<file path="src/rtl/far_path_pipe.sv">
// Far-path significand adder/subtractor: aligns B with G/R/S, adds or subtracts,
// rounds to nearest-even, normalises by one position and flags exponent range.
module far_path_pipe #(
    parameter int FRAC_W = 4,
    parameter int EXP_W  = 4,
    parameter int D_W    = 4
) (
    input  logic              clk,
    input  logic              rst_n,
    input  logic              in_valid,
    output logic              in_ready,
    input  logic [FRAC_W-1:0] fraca_c,
    input  logic [FRAC_W-1:0] fracb_c,
    input  logic [EXP_W-1:0]  exp_large,
    input  logic [D_W-1:0]    d,
    input  logic              sub,
    output logic              out_valid,
    input  logic              out_ready,
    output logic [FRAC_W-1:0] frac_ans_far,
    output logic [EXP_W-1:0]  exp_ans_far,
    output logic              ovf,
    output logic              unf,
    output logic              path_err
);
    localparam int XW = FRAC_W + 3;
    localparam int TW = 2 * FRAC_W + 2;
    localparam logic signed [EXP_W+1:0] ADJ_UP = {{(EXP_W + 1){1'b0}}, 1'b1};
    localparam logic signed [EXP_W+1:0] ADJ_DN = '1;

    typedef enum logic [1:0] {MODE_CARRY, MODE_NORM, MODE_LEFT} mode_e;

    function automatic logic rne_up(input logic lsb, input logic rbit, input logic stk);
        return rbit & (stk | lsb);
    endfunction

    logic              vld_p1_q, vld_p2_q, vld_p3_q;
    logic              rdy_p2, rdy_p3;
    logic [FRAC_W-1:0] a_p1_q;
    logic [XW-1:0]     bx_p1_q;
    logic [EXP_W-1:0]  exp_p1_q, exp_p2_q;
    logic              sub_p1_q, perr_p1_q, perr_p2_q;
    logic [FRAC_W:0]   rnd_p2_q;
    mode_e             mode_p2_q;

    assign rdy_p3    = ~vld_p3_q | out_ready;
    assign rdy_p2    = ~vld_p2_q | rdy_p3;
    assign in_ready  = ~vld_p1_q | rdy_p2;
    assign out_valid = vld_p3_q;

    // S1: align B into FRAC_W+G+R+S, saturate large shifts to a lone sticky bit
    logic [TW-1:0] sh_full;
    logic [XW-1:0] bx_d;
    logic          perr_d;
    always_comb begin
        sh_full = {fracb_c, {(FRAC_W + 2){1'b0}}} >> d;
        if (32'(d) >= 32'(FRAC_W + 2)) bx_d = {{(XW - 1){1'b0}}, 1'b1};
        else                           bx_d = {sh_full[TW-1 -: FRAC_W+2], |sh_full[FRAC_W-1:0]};
        if (sub) bx_d = ~bx_d + 1'b1;
        perr_d = sub & (32'(d) < 32'd2);
    end

    // S2: add, pick the rounding window for the coming normalisation, choose w or w+1
    logic [XW:0]     sum_p1;
    logic [FRAC_W:0] base_p1, rnd_d;
    logic            lsb_p1, rbit_p1, stk_p1;
    mode_e           mode_d;
    always_comb begin
        sum_p1  = {1'b0, a_p1_q, 3'b000} + {1'b0, bx_p1_q};
        mode_d  = MODE_LEFT;
        base_p1 = {1'b0, sum_p1[XW-2:2]};
        lsb_p1  = sum_p1[2];
        rbit_p1 = sum_p1[1];
        stk_p1  = sum_p1[0];
        // carry out of a subtraction is the two's-complement wrap, not a real carry
        if (sum_p1[XW] & ~sub_p1_q) begin
            mode_d  = MODE_CARRY;
            base_p1 = {1'b0, sum_p1[XW:4]};
            lsb_p1  = sum_p1[4];
            rbit_p1 = sum_p1[3];
            stk_p1  = |sum_p1[2:0];
        end else if (sum_p1[XW-1]) begin
            mode_d  = MODE_NORM;
            base_p1 = {1'b0, sum_p1[XW-1:3]};
            lsb_p1  = sum_p1[3];
            rbit_p1 = sum_p1[2];
            stk_p1  = |sum_p1[1:0];
        end
        rnd_d = rne_up(lsb_p1, rbit_p1, stk_p1) ? base_p1 + 1'b1 : base_p1;
    end

    // S3: absorb any rounding carry, adjust exponent, apply range and path flags
    logic [FRAC_W-1:0]       frac_n, frac_d;
    logic signed [EXP_W+1:0] adj, exp_sum;
    logic [EXP_W-1:0]        exp_d;
    logic                    ovf_d, unf_d, perr_o_d;
    always_comb begin
        frac_n = rnd_p2_q[FRAC_W-1:0];
        adj    = '0;
        case (mode_p2_q)
            MODE_CARRY: adj = ADJ_UP;
            MODE_LEFT: begin
                if (rnd_p2_q[FRAC_W]) frac_n = rnd_p2_q[FRAC_W:1];
                else                  adj    = ADJ_DN;
            end
            default: begin
                if (rnd_p2_q[FRAC_W]) begin
                    frac_n = rnd_p2_q[FRAC_W:1];
                    adj    = ADJ_UP;
                end
            end
        endcase
        exp_sum  = $signed({2'b00, exp_p2_q}) + adj;
        frac_d   = frac_n;
        exp_d    = exp_sum[EXP_W-1:0];
        ovf_d    = 1'b0;
        unf_d    = 1'b0;
        perr_o_d = 1'b0;
        if (perr_p2_q) begin
            frac_d   = '0;
            exp_d    = '0;
            perr_o_d = 1'b1;
        end else if (exp_sum[EXP_W+1]) begin
            frac_d = '0;
            exp_d  = '0;
            unf_d  = 1'b1;
        end else if (exp_sum[EXP_W]) begin
            frac_d = '1;
            exp_d  = '1;
            ovf_d  = 1'b1;
        end
    end

    always_ff @(posedge clk or negedge rst_n) begin
        if (!rst_n) begin
            vld_p1_q <= 1'b0;
            vld_p2_q <= 1'b0;
            vld_p3_q <= 1'b0;
        end else begin
            if (in_ready) vld_p1_q <= in_valid;
            if (rdy_p2)   vld_p2_q <= vld_p1_q;
            if (rdy_p3)   vld_p3_q <= vld_p2_q;
        end
    end

    always_ff @(posedge clk) begin
        if (in_valid & in_ready) begin
            a_p1_q    <= fraca_c;
            bx_p1_q   <= bx_d;
            exp_p1_q  <= exp_large;
            sub_p1_q  <= sub;
            perr_p1_q <= perr_d;
        end
        if (rdy_p2 & vld_p1_q) begin
            rnd_p2_q  <= rnd_d;
            mode_p2_q <= mode_d;
            exp_p2_q  <= exp_p1_q;
            perr_p2_q <= perr_p1_q;
        end
    end

    always_ff @(posedge clk or negedge rst_n) begin
        if (!rst_n) begin
            frac_ans_far <= '0;
            exp_ans_far  <= '0;
            ovf          <= 1'b0;
            unf          <= 1'b0;
            path_err     <= 1'b0;
        end else if (rdy_p3 & vld_p2_q) begin
            frac_ans_far <= frac_d;
            exp_ans_far  <= exp_d;
            ovf          <= ovf_d;
            unf          <= unf_d;
            path_err     <= perr_o_d;
        end
    end
endmodule

</file>
<file path="config.mk">
export PLATFORM = sky130hd
export DESIGN_NAME = far_path_pipe
export DESIGN_NICKNAME = d
export VERILOG_FILES = /design/src/rtl/far_path_pipe.sv
export SDC_FILE = /design/constraint.sdc
export NUM_CORES = 1
export LEC_CHECK = 0
export CAP_MARGIN = 40
export CORE_MARGIN = 8
export CORE_UTILIZATION = 50
export CTS_BUF_LIST = sky130_fd_sc_hd__clkbuf_16
export CTS_CLUSTER_DIAMETER = 100
export DETAILED_ROUTE_END_ITERATION = 8
export HOLD_SLACK_MARGIN = 0.06
export PLACE_DENSITY = 0.8
export SYNTH_ARGS = -nofsm -noshare
export SYNTH_HDL_FRONTEND = slang
export SYNTH_SLANG_ARGS = --single-unit
</file>
<file path="constraint.sdc">
create_clock -name clk -period 2.4 [get_ports clk]
set_input_delay 0.48 -clock clk [delete_from_list [all_inputs] [get_ports clk]]
set_output_delay 0.48 -clock clk [all_outputs]
set_load 0.005 [all_outputs]
</file>
==> run summary <==
status -> complete, no violations
number of port buffers -> 33
gr usage total -> 0.141
Nets -> 317
layout cells sized above 1 -> 0.285
First-pass DRT Iterations -> 4
Die Span Y -> 86.9 um
first-pass GRT wire length -> 8350 um
Comb power frac -> 0.332
post-route ant nets -> 0
Synth Register Bits -> 43
IO Pins -> 34
drt initial violations -> 78
Hold Path Class -> reg -> reg
clock transition at the registers of the reported paths -> 0.06 ns
synth-to-layout area growth -> 35.9%
min Tclk post-route -> 2.34 ns
Starting Density -> 0.524
main combinational cell family by area after synthesis -> compound AO/OA/AOI/OAI gates
register share of total power -> 0.380
initial antenna violation count -> 0
Overflow after GRT -> 0
Hold Vio Cnt, Final -> 0
Setup Crit Path Kind -> reg -> reg
clock power share -> 0.288
cell area after synthesis -> 2510 um^2
Root Buffer -> clkbuf_16
ys flop type -> edfxtp_1
RSZ-0062 raised after global routing -> yes
vias in the first global route -> 1909
crit path max fanout -> 4
MaxCap Viol Count -> 0
overall via count from detail_route -> 1859
Fill cells -> 349
core area -> 4790 um^2
Synth Area per Inst -> 11.7 um^2
Remaining DRCs -> 0
final worst-path cycle share -> 0.974
final wirelength -> 5070 um
die area -> 7540 um^2
final core utilization -> 0.713
mux cell area share after synthesis -> 0.0469
Critical Path RT -> 2.43 ns
overall power -> 2.63 mW
maximum vdd drop -> 0.000407 V
Worst-Skew Late Latency -> 0.28 ns
final worst-path setup slack -> 0.0621 ns
Synth Area in Adders -> 0.0708
switching share of power -> 0.273
Ant. Diodes -> 0
largest net degree at the start of global routing -> 18
Arr. time, crit path -> 2.37 ns
commonest cells in the netlist -> edfxtp_1 (29), nand2_1 (20), dfrtp_1 (14), inv_1 (14), ha_1 (11)
CTS buffer count -> 5
worst slew pin tran -> 0.728 ns
Post-synth EDFFs -> 29
H-tree depth -> 2
row count -> 25
Ys Warns -> 0
CTS tree -> done
Syn Nets -> 248
asr flop ratio synth -> 0.326
Max Clock Skew -> 0.00393 ns
Post-Synth Simple-Gate Area -> 0.144
quantity of hold-fixing buffers added after cts -> 0
crit path capture type -> register
Mapped Cells -> 214
critical path launch point type -> register
most numerous cell in the Yosys netlist -> edfxtp_1
Slew HR -> 0.514
FMAX -> 0.428 GHz
vias per inst -> 5.30
XOR/XNOR share of the synthesized area -> 0.0414
top-area cell type share of the netlist area -> 0.347
Final GP Congestion -> 0.859
pre-CTS setup slack -> -0.228 ns
max-slew violation count -> 0
Psw -> 0.718 mW
Compound-Gate Fraction of Synth Area -> 0.177
Yosys top cell by area -> edfxtp_1
clock sink count -> 43
post-DP HPWL -> 3730 um
PwrDens -> 770 nW/um^2
maximum root-to-sink buffer count -> 2
sequential element share of the synthesized area -> 0.487
Leakage -> 1.42 nW
ranking of synthesized cells by area -> edfxtp_1 (35%), dfrtp_1 (14%), ha_1 (5.5%), mux2i_1 (3.2%), a22o_1 (3.1%)
Internal Pwr Total -> 1.91 mW
Final Setup Violations -> 0
wire per inst -> 14.5 um
Synth cell types -> 55
die width -> 86.9 um
==> state kept, by name, summed over array words and instances, names as in the netlist, 2 cells and up <==
name          cells
rnd_p2_q          5
exp_p2_q          4
exp_p1_q          4
bx_p1_q           7
a_p1_q            4
frac_ans_far      4
mode_p2_q         2
exp_ans_far       4
==> power groups by stage <==
stage | Clock, mW | Combinational, mW | Sequential, mW
detailed placement | 0 | 0.803 | 1.01
floorplan | 0 | 0.464 | 0.999
finish | 0.756 | 0.873 | 0.997
CTS | 0.762 | 0.821 | 0.995
global placement | 0 | 0.772 | 1.00
global route | 0.784 | 0.957 | 1.02
==> cell usage in the layout, fill, tap and decap left out, types with 4 or more instances in the layout <==
| cell type | netlist | routed |
|---|---|---|
| xnor2_1 | 5 | 5 |
| nand3_1 | 5 | 4 |
| inv_1 | 14 | 12 |
| clkbuf_16 | 0 | 5 |
| nand2_1 | 20 | 20 |
| clkdlybuf4s50_1 | 0 | 32 |
| a21oi_1 | 7 | 6 |
| nor2_1 | 8 | 7 |
| mux2i_1 | 8 | 8 |
| inv_2 | 2 | 4 |
| o21ai_1 | 4 | 5 |
| o21ai_0 | 5 | 4 |
| and2_1 | 4 | 4 |
| buf_4 | 0 | 32 |
| ha_1 | 11 | 8 |
| dfrtp_1 | 14 | 14 |
| edfxtp_1 | 29 | 29 |
| xor2_1 | 5 | 5 |
| nor2b_1 | 5 | 4 |
| nand2b_1 | 9 | 7 |
| a22o_1 | 9 | 9 |
==> worst max-delay path, cell delays in order (launching register included) <==
cell and delay, ns:
edfxtp_1 0.44, ha_4 0.34, nand3_4 0.10, a21o_4 0.24, and3_4 0.17, o31ai_4 0.27
ha_1 0.27, mux2_4 0.25
==> worst paths after layout <==
| check | startpoint | to | slack [ns] | cells after the start |
|---|---|---|---|---|
| setup / recovery | bx_p1_q[5] | rnd_p2_q[1] | 0.06 | 7 |
| hold / removal | exp_p1_q[1] | exp_p2_q[1] | 0.42 | 0 |
| setup reg to reg | bx_p1_q[5] | rnd_p2_q[1] | 0.06 | 7 |
| hold reg to reg | exp_p1_q[1] | exp_p2_q[1] | 0.42 | 0 |
| max in group asynchronous | rst_n | frac_ans_far[2] | 1.45 | 1 |
| min in group asynchronous | rst_n | vld_p1_q | 0.57 | 1 |
==> stage by stage <==
step	instance area, um^2	setup TNS (ns)	hold slack, ns	cells
finish	3410	0	0.419	351
global route	3410	-0.281	0.442	351
CTS	3310	0	0.420	348
detailed placement	3130	-0.463	0.410	340
global placement	3130	-0.272	0.401	340
floorplan	2510	0	0.184	214
==> layout make-up <==
class	instances	area [um^2]	share of cell area
inverter	16	60.1	0.0176
clock inverter	3	38.8	0.0114
multi-input combinational	151	1290	0.378
sequential	43	1220	0.358
tap	67	83.8	0.0246
clock buffer	5	125	0.0367
timing repair buffer	66	593	0.174
==> routing by layer <==
| metal | wire [um] | GRT usage | vias to the layer above |
|---|---|---|---|
| met5 | 0 | 0 | - |
| met4 | 97 | 0.0563 | 0 |
| met3 | 238 | 0.0406 | 9 |
| met2 | 2780 | 0.268 | 45 |
| met1 | 1960 | 0.139 | 894 |
| li1 | - | - | 911 |
==> repair_timing <==
action	CTS	global route
endpoints found under the hold margin	0	0
buffers inserted	0	3
pin swaps	2	9
setup endpoints to repair	1	12
resized for setup	3	19
==> cell families (layout without fill, tap and decap cells) <==
kind of cell	after synthesis	count (layout)
AOI/OAI and AO/OA	51	51
xor gates and xnor gates	11	11
adders and majority gates	13	13
buffers and inverters	20	90
DFF	43	43
muxes	11	11
and+or+nand+nor	65	65
Note: power is estimated with default switching activity, not from simulation.
==> variant (same flow settings) <==
Put one more register stage on the output `path_err`. The value now appears one clock later. The other outputs are not delayed to match.
--- a/src/rtl/far_path_pipe.sv
+++ b/src/rtl/far_path_pipe.sv
@@ -28,6 +28,8 @@
     localparam logic signed [EXP_W+1:0] ADJ_DN = '1;
 
     typedef enum logic [1:0] {MODE_CARRY, MODE_NORM, MODE_LEFT} mode_e;
+
+    logic path_err_s0;
 
     function automatic logic rne_up(input logic lsb, input logic rbit, input logic stk);
         return rbit & (stk | lsb);
@@ -164,14 +166,18 @@
             exp_ans_far  <= '0;
             ovf          <= 1'b0;
             unf          <= 1'b0;
-            path_err     <= 1'b0;
+            path_err_s0  <= 1'b0;
         end else if (rdy_p3 & vld_p2_q) begin
             frac_ans_far <= frac_d;
             exp_ans_far  <= exp_d;
             ovf          <= ovf_d;
             unf          <= unf_d;
-            path_err     <= perr_o_d;
+            path_err_s0  <= perr_o_d;
         end
     end
+    always_ff @(posedge clk) begin
+        path_err <= path_err_s0;
+    end
+
 endmodule
 
Behaviour: not the same (a bounded check fails within 4 cycles, from zero or initial values and one cycle with rst_n low).
==> variant against the unedited design <==
The run now ends with setup timing left; total power increased by 6.4%; sequential cell count up 1; critical path depth up 2; setup slack lost 96 ps; sequential share of layout area shrank 1.2 points; cell area rose by 5.1%; clock power is 3% higher; area after synthesis is essentially flat; wire length is 19% higher; critical endpoint unchanged; largest cell class unchanged; highest routed layer unchanged.
==> variant: results (changes against the unedited design) <==
global_routing:
  grt_first_pass_wirelength_um: 8900  # +6.6%
  grt_pass1_vias: 2069  # +8.4%
  track_usage_pct: 14.8  # +0.73 points
  grt_max_degree: 18  # unchanged
  antenna_found_initial: 0  # unchanged
drt:
  wl_met2_um: 3320  # +20%
  wl_um: 6060  # +19%
  met1_length_um: 2280  # +16%
  wl_met3_um: 239  # +0.42%
  routed.top_layer: "met4"
  via_per_inst: 5.42  # +2.3%
  drt_iter0_markers: 93  # +19%
timing:
  worst_pin_slew_ps: 764  # +35.1 ps
  final-setup-viol-count: 1  # +1
  worst_hold_slack_ps: 379  # -39.7 ps
  skew_ps: 3.50  # -0.438 ps
  fin_ws_ps: -33.7  # -95.8 ps
  totalNegativeSetupSlack_ps: -33.7  # -33.7 ps
final_layout:
  nNetsFinal: 341  # +7.6%
  fin_cells: 378  # +7.7%
  drive_gt1_share_pct: 31.2  # +2.6 points
run_status:
  violations: "setup timing"
  status: "complete, but fails checks"
place:
  dp_cells: 360  # +5.9%
  gp_routability_congestion: 0.858  # -0.17%
  dp_slack_ps: -362  # -135 ps
  dp_hpwl_um: 3850  # +3.3%
synth:
  yosys-top-cells-count: "edfxtp_1 (29), nand2_1 (24), dfrtp_1 (14), inv_1 (14), nand2b_1 (13)"
  ys_seq_area_share_pct: 49.4  # +0.75 points
  synth-xor-area-share_pct: 4.18  # +0.046 points
  synth_compound_area_share_pct: 16.2  # -1.5 points
  syn-num-nets: 262  # +5.6%
  synth_mux_area_share_pct: 5.18  # +0.49 points
  syn_inst: 228  # +6.5%
  synth_cell_types: 53  # -3.6%
  async_reset_ff_share_pct: 31.8  # -0.74 points
  ys_top_cells_by_area: "edfxtp_1 (35%), dfrtp_1 (14%), ha_1 (5.5%), nand2_1 (3.6%), nand2b_1 (3.2%)"
  synthAdderAreaFrac_pct: 7.07  # about the same
critical_path:
  r2r_cells: 9  # +2
  cpPeakStageDelay_ps: 350  # -90 ps
  crit_slowest_cell: "fa_2"
  crit_family: "compound AO/OA/AOI/OAI gates"
pwr:
  peakVddDrop_uv: 407  # about the same
  power_switching_w: 0.000806  # +12%
  p_leak_nw: 1.53  # +7.6%
clocking:
  clock-root-buffer: "clkbuf_16"
-- variant: cell types whose count changed after synthesis, moves of 3 or more --
| cell | change |
|---|---|
| a21oi_1 | +5 |
| nand2_1 | +4 |
| nand2b_1 | +4 |
| nor2b_1 | -3 |
| o21ai_0 | +3 |
| xnor2_1 | +3 |
-- variant: timing repair --
action                     in CTS  in global routing
pin swaps                       0                 10
setup endpoints to repair      13                 15
setup buffers                   1                  8
hold buffers                    0                  0
gates resized for setup        12                 30
cloned                          1                  0
-- variant: power groups by stage --
stage / Sequential [W] / Combinational (W) / Clock, W
global placement: 0.00103 / 0.000775 / 0
CTS: 0.00102 / 0.000857 / 0.000780
detailed placement: 0.00103 / 0.000801 / 0
global route: 0.00104 / 0.00108 / 0.000811
floorplan: 0.00102 / 0.000446 / 0
finish: 0.00102 / 0.000997 / 0.000775
-- variant: final timing paths --
check,startpoint,to
worst max register to register,bx_p1_q[3]$_DFFE_PP_,rnd_p2_q[1]$_DFFE_PP_
min in group asynchronous,rst_n,out_valid$_DFFE_PN0P_
max in group asynchronous,rst_n,frac_ans_far[1]$_DFFE_PN0P_
worst max-delay path,bx_p1_q[3]$_DFFE_PP_,rnd_p2_q[1]$_DFFE_PP_
worst min-delay path,path_err_s0$_DFFE_PN0P_,path_err$_DFF_P_
worst min register to register,path_err_s0$_DFFE_PN0P_,path_err$_DFF_P_
-- variant: area by class of cell --
cell class | instances | area [µm²]
tap | 70 | 87.6
timing repair buffer | 78 | 678
clock inverter | 3 | 42.5
inverter | 14 | 52.6
sequential | 44 | 1240
multi-input combinational | 164 | 1360
fill | 320 | 1390
clock buffer | 5 | 125
-- variant: layer usage --
layer	vias up	GRT usage (%)
li1	989	-
met1	987	14.0
met2	57	28.7
met3	15	3.87
met4	0	7.04
met5	-	0
